### config.mk
export PLATFORM = sky130hd
export DESIGN_NAME = cp0_exc_ctrl_flat
export DESIGN_NICKNAME = d
export VERILOG_FILES = /design/src/rtl/cp0_exc_ctrl_if.sv /design/src/rtl/cp0_exc_ctrl.sv /design/src/flat_wrapper.sv
export SDC_FILE = /design/constraint.sdc
export NUM_CORES = 1
export LEC_CHECK = 0
export BUFFER_PORTS_ARGS = -buffer_cell sky130_fd_sc_hd__buf_2
export CORE_UTILIZATION = 46
export DETAILED_ROUTE_END_ITERATION = 12
export PLACE_DENSITY = 0.92
export SKIP_LAST_GASP = 1
export SYNTH_ARGS = -nofsm -noshare
export SYNTH_HDL_FRONTEND = slang
export SYNTH_SLANG_ARGS = --single-unit
export TNS_END_PERCENT = 100
### constraint.sdc
create_clock -name clk -period 3.6 [get_ports clk]
set_clock_uncertainty 0.1 [all_clocks]
set_input_delay 0.9 -clock clk [delete_from_list [all_inputs] [get_ports clk]]
set_output_delay 0.9 -clock clk [all_outputs]
set_load 0.05 [all_outputs]
### src/rtl/cp0_exc_ctrl_if.sv
// CP0 exception controller bus: mfc0/mtc0 access plus M-stage trap signals.
// master = pipeline side, slave = CP0 side.
interface cp0_exc_ctrl_if;
  logic [4:0]  A;
  logic [31:0] DIn;
  logic        WE;
  logic [31:0] VPC;
  logic        BDIn;
  logic [4:0]  ExcCodeIn;
  logic [5:0]  HWInt;
  logic        EXLClr;
  logic [31:0] DOut;
  logic [31:0] EPCOut;
  logic [31:0] HandlerPC;
  logic        Req;

  modport master (
    output A, DIn, WE, VPC, BDIn,
    output ExcCodeIn, HWInt, EXLClr,
    input  DOut, EPCOut, HandlerPC, Req
  );

  modport slave (
    input  A, DIn, WE, VPC, BDIn,
    input  ExcCodeIn, HWInt, EXLClr,
    output DOut, EPCOut, HandlerPC, Req
  );
endinterface

### src/rtl/cp0_exc_ctrl.sv
// CP0 exception/interrupt responder at M stage (SR, Cause, EPC).
// Optional macro CP0_PRID_EN: A=15 reads PRID_VAL.
module cp0_exc_ctrl #(
`ifdef CP0_PRID_EN
  parameter logic [31:0] PRID_VAL = 32'h2024_0007,
`endif
  parameter logic [31:0] HANDLER_ADDR = 32'h0000_4180
) (
  input logic clk,
  input logic reset,
  cp0_exc_ctrl_if.slave bus
);

  logic [5:0]  im;
  logic        exl;
  logic        ie;
  logic        bd;
  logic [5:0]  ip;
  logic [4:0]  exc_code;
  logic [31:0] epc;

  logic int_req;
  logic exc_req;
  logic req;

  assign int_req = ie & ~exl & (|(bus.HWInt & im));
  assign exc_req = ~exl & (bus.ExcCodeIn != 5'd0);
  assign req     = ~reset & (int_req | exc_req);

  assign bus.Req       = req;
  assign bus.EPCOut    = epc;
  assign bus.HandlerPC = HANDLER_ADDR;

  always_ff @(posedge clk) begin
    if (reset) begin
      im       <= '0;
      exl      <= 1'b0;
      ie       <= 1'b0;
      bd       <= 1'b0;
      ip       <= '0;
      exc_code <= '0;
      epc      <= '0;
    end else begin
      ip <= bus.HWInt;
      if (req) begin
        // trap squashes any mtc0/eret of the victim
        exl      <= 1'b1;
        bd       <= bus.BDIn;
        exc_code <= int_req ? 5'd0 : bus.ExcCodeIn;
        epc      <= bus.BDIn ? bus.VPC - 32'd4 : bus.VPC;
      end else begin
        if (bus.EXLClr)
          exl <= 1'b0;
        if (bus.WE) begin
          case (bus.A)
            5'd12: begin
              im  <= bus.DIn[15:10];
              exl <= bus.DIn[1];
              ie  <= bus.DIn[0];
            end
            5'd14: epc <= bus.DIn;
            default: ;
          endcase
        end
      end
    end
  end

  always_comb begin
    bus.DOut = '0;
    case (bus.A)
      5'd12: bus.DOut = {16'b0, im, 8'b0, exl, ie};
      5'd13: bus.DOut = {bd, 15'b0, ip, 3'b0, exc_code, 2'b0};
      5'd14: bus.DOut = epc;
`ifdef CP0_PRID_EN
      5'd15: bus.DOut = PRID_VAL;
`endif
      default: bus.DOut = '0;
    endcase
  end

endmodule

### src/flat_wrapper.sv
// flat-port wrapper written by rule: the top's interface ports become plain ports
module cp0_exc_ctrl_flat 
#(

  parameter logic [31:0] HANDLER_ADDR = 32'h0000_4180
)
  (clk, reset, bus_A, bus_DIn, bus_WE, bus_VPC, bus_BDIn, bus_ExcCodeIn, bus_HWInt, bus_EXLClr, bus_DOut, bus_EPCOut, bus_HandlerPC, bus_Req);
  cp0_exc_ctrl_if bus_i ();
  input logic clk;
  input logic reset;
  input wire logic [$bits(bus_i.A)-1:0] bus_A;
  input wire logic [$bits(bus_i.DIn)-1:0] bus_DIn;
  input wire logic [$bits(bus_i.WE)-1:0] bus_WE;
  input wire logic [$bits(bus_i.VPC)-1:0] bus_VPC;
  input wire logic [$bits(bus_i.BDIn)-1:0] bus_BDIn;
  input wire logic [$bits(bus_i.ExcCodeIn)-1:0] bus_ExcCodeIn;
  input wire logic [$bits(bus_i.HWInt)-1:0] bus_HWInt;
  input wire logic [$bits(bus_i.EXLClr)-1:0] bus_EXLClr;
  output wire logic [$bits(bus_i.DOut)-1:0] bus_DOut;
  output wire logic [$bits(bus_i.EPCOut)-1:0] bus_EPCOut;
  output wire logic [$bits(bus_i.HandlerPC)-1:0] bus_HandlerPC;
  output wire logic [$bits(bus_i.Req)-1:0] bus_Req;
  assign bus_i.A = bus_A;
  assign bus_i.DIn = bus_DIn;
  assign bus_i.WE = bus_WE;
  assign bus_i.VPC = bus_VPC;
  assign bus_i.BDIn = bus_BDIn;
  assign bus_i.ExcCodeIn = bus_ExcCodeIn;
  assign bus_i.HWInt = bus_HWInt;
  assign bus_i.EXLClr = bus_EXLClr;
  assign bus_DOut = bus_i.DOut;
  assign bus_EPCOut = bus_i.EPCOut;
  assign bus_HandlerPC = bus_i.HandlerPC;
  assign bus_Req = bus_i.Req;
  cp0_exc_ctrl #(.HANDLER_ADDR(HANDLER_ADDR)) u_core (.clk(clk), .reset(reset), .bus(bus_i));
endmodule
==> run_results.csv <==
group,metric,value,unit
yosys,synth.distinct_cells,47,
power_and_ir_drop,clockPowerShare,0.262,
placement,gp_congestion,0.920,
cts,cts_tree,"done",
yosys,synth_area,3550,um2
critical_path,worst_r2r_endpoint,"u_core.bus.EPCOut[17]$_SDFFE_PP0P_",
cts,root_buffer,"clkbuf_8",
timing,post-route-period-util,0.912,
yosys,synth_top_area_cell,"dfxtp_1",
cts,cts_sinks,52,
route,ant_nets,0,
timing,slew-limit-headroom,0.627,
yosys,synthFlopType,"dfxtp_1",
critical_path,worst-r2r-setup-slack,1.59,ns
route,vias,4022,
yosys,synth-edff-count,0,
finish,antennaDiodeCount,0,
cts,h-tree-depth,2,
placement,io_buffers,149,
grt,grt_pass1_wl,18.3,mm
route,avgRoutedWirePerCell,17.4,um
floorplan,core_area,7370,um2
route,route.detailed.drc,0,
critical_path,arrival,2.28,ns
finish,n_fill_cell,657,
worst_hold_path,hp-start,"u_core.exc_code[0]$_SDFFE_PP0P_",
power_and_ir_drop,peakVddDrop,143,uV
power_and_ir_drop,p_int,0.954,mW
finish,area_growth_syn_to_layout,24.1,%
power_and_ir_drop,p_leak,2.00,nW
timing,layout_min_cycle_time,3.28,ns
timing,fmax,305,MHz
yosys,synth-async-reset-ratio,0,
yosys,synth-seq-area-share,0.293,
floorplan,dieArea,8070,um2
placement,dp_cells,650,
timing,finalSetupTns,0,ns
floorplan,ios,182,
cts,clockBufferDepth,2,
power_and_ir_drop,pwr-share-seq,0.426,
finish,layout.cells.non_filler,658,
floorplan,initial_core_util,0.481,
timing,hold_violations,0,
grt,grt_pass1_vias,3721,
timing,final_max_slew_viol_count,0,
grt,antenna_found_initial,0,
power_and_ir_drop,pwr-share-comb,0.312,
yosys,synth_area_leaders,"dfxtp_1, a2111oi_0, buf_4",
power_and_ir_drop,sw_frac_of_total,0.383,
critical_path,start_kind,"input pin",
power_and_ir_drop,powerDensity,351,nW/um2
yosys,netlist_instances,427,
timing,grt_setup_unrepaired,"no",
route,routed_via_density,6.11,
route,postRouteWirelength,11.4,mm
cts,cts_hold_buf,0,
critical_path,r2r_cells,5,
yosys,ys_warn_count,0,
grt,grt_remaining_overflow,0,
critical_path,crit_type,"input pin to output port",
critical_path,cp.required,2.60,ns
grt,grt_usage,0.273,
critical_path,crit_slowest_cell,"or4_1",
placement,hpwl,8.37,mm
cts,ctsResizeCount,0,
floorplan,rows,31,
critical_path,cp_cell_sequence,"buf_2 > or4_1 > o21ba_2 > nor2_1 > nor2_1 > buf_2",
outcome,outcome,"complete, no violations",
finish,drive_gt1_frac,0.342,
yosys,synth_top_area_frac,0.293,
finish,nets,644,
yosys,avgSynthCellArea,8.31,um2
cts,clock_latency,0.31,ns
timing,finalSetupViolCount,0,
route,drtIter0Drc,393,
worst_hold_path,hp-class,"flip-flop to flip-flop",
yosys,ys_ff_latch,52,
route,dr.pass1.iters,7,
critical_path,cp_max_fo,2,
cts,path_clk_slew,0.09,ns
critical_path,r2r_start,"u_core.im[2]$_SDFFE_PP0P_",
cts,cts-buffers-inserted,5,
power_and_ir_drop,p_switching,0.592,mW
floorplan,die_height,89.8,um
cts,postCtsSetupRepairBufs,0,
grt,grt_max_degree,54,
job,drv_cap,0,
critical_path,max_stage_delay,0.57,ns
timing,worstMarginPinSlew,0.560,ns
critical_path,end_kind,"output port",
worst_hold_path,hold_depth,2,
floorplan,die_x,89.8,um
worst_hold_path,min_delay_worst_endpoint,"u_core.exc_code[0]$_SDFFE_PP0P_",
==> sequential cells by signal, summed over array words and instances (netlist names) <==
name and cells:
u_core.bus.EPCOut 32, u_core.im 6, u_core.ip 6, u_core.exc_code 5
u_core.bd 1, u_core.exl 1, u_core.ie 1
==> layout make-up <==
type                            count  area [um2]  share of cell area
Tap cell                           99         124              0.0281
Timing Repair Buffer              168         888               0.202
Clock inverter                      2        35.0             0.00796
Clock buffer                        6        72.6              0.0165
Multi-Input combinational cell    315        2180               0.495
Sequential cell                    52        1040               0.236
Inverter                           16        60.1              0.0136
==> power by group through the flow <==
stage | Clock (mW) | Combinational (mW) | Sequential, mW
final | 0.404 | 0.483 | 0.658
after global routing | 0.428 | 0.509 | 0.664
after CTS | 0.403 | 0.479 | 0.658
after detailed placement | 0 | 0.478 | 0.671
after global placement | 0 | 0.470 | 0.669
after floorplan | 0 | 0.241 | 0.781
==> how the worst max path moves through the flow <==
stage	slack (ns)	cells past startpoint	start	to
after floorplan	0.14	5	bus_HWInt[0]	bus_Req
after global placement	0.36	6	bus_ExcCodeIn[3]	bus_Req
after detailed placement	0.31	7	bus_A[4]	bus_DOut[11]
after CTS	0.31	7	bus_A[4]	bus_DOut[11]
after global routing	0.20	7	bus_A[4]	bus_DOut[15]
final	0.32	6	bus_ExcCodeIn[3]	bus_Req
==> Yosys cell counts, types with 5 or more instances <==
cell type / n
inv_1: 16
xnor2_1: 6
dfxtp_1: 52
and2_1: 18
or3_1: 10
or4_1: 18
a2111oi_0: 29
xor2_1: 5
a21oi_1: 9
a211oi_1: 12
a222oi_1: 6
nand2_1: 9
a31o_2: 6
nor2b_1: 8
a22o_1: 8
nor3_1: 5
and3_1: 31
buf_4: 32
a311oi_1: 26
nor2_1: 9
o31ai_1: 14
clkbuf_1: 40
o21ai_0: 6
nand3_1: 16
==> routing by layer <==
layer  global-route usage  part of all wire  up-vias
li1                     -                 -     1865
met1                0.364              0.41     1896
met2                0.435              0.47      235
met3               0.0474             0.091       26
met4                0.112             0.023        0
met5                    0                 0        -
==> logic make-up after synthesis <==
kind of cell / after synthesis / share of synthesized area
buffers and inverters: 90 / 0.130
other: 2 / 0.00212
AO/OA/AOI/OAI: 125 / 0.284
AND/OR/NAND/NOR: 145 / 0.257
XOR/XNOR: 11 / 0.0272
multiplexers: 1 / 0.00282
flip-flops: 52 / 0.293
adder cells (fa/ha/maj): 1 / 0.00353
==> layout by cell type (no fill, tap or decap), drive strengths merged, types with 5 or more instances in the layout <==
cell / count
nor3: 5
a2111oi: 29
o31ai: 14
a21oi: 9
o21ai: 6
dfxtp: 52
buf: 168
and2: 18
a22o: 8
conb: 32
a211oi: 12
or4: 19
nand2: 9
a222oi: 6
clkbuf: 6
and3: 31
or3: 10
inv: 16
xnor2: 6
a311oi: 26
nor2: 9
a31o: 6
nand3: 16
xor2: 5
nor2b: 8
==> worst max-delay path: cells and delay by family <==
| kind | cells | cell delay [ns] |
|---|---|---|
| simple gates | 3 | 0.83 |
| buf+inv | 2 | 0.31 |
| compound gates | 1 | 0.24 |
==> through the flow <==
stage / setup WS, ns / hold WS [ns] / util / total power, mW / cell area (um2)
after floorplan: 0.140 / 0.343 / - / 1.02 / 3660
after global placement: 0.358 / 0.354 / 0.583 / 1.14 / 4290
after detailed placement: 0.314 / 0.362 / 0.583 / 1.15 / 4290
after CTS: 0.309 / 0.375 / 0.597 / 1.54 / 4400
after global routing: 0.195 / 0.399 / 0.597 / 1.60 / 4400
final: 0.317 / 0.377 / 0.597 / 1.55 / 4400
Power figures use the tool's default switching activity.
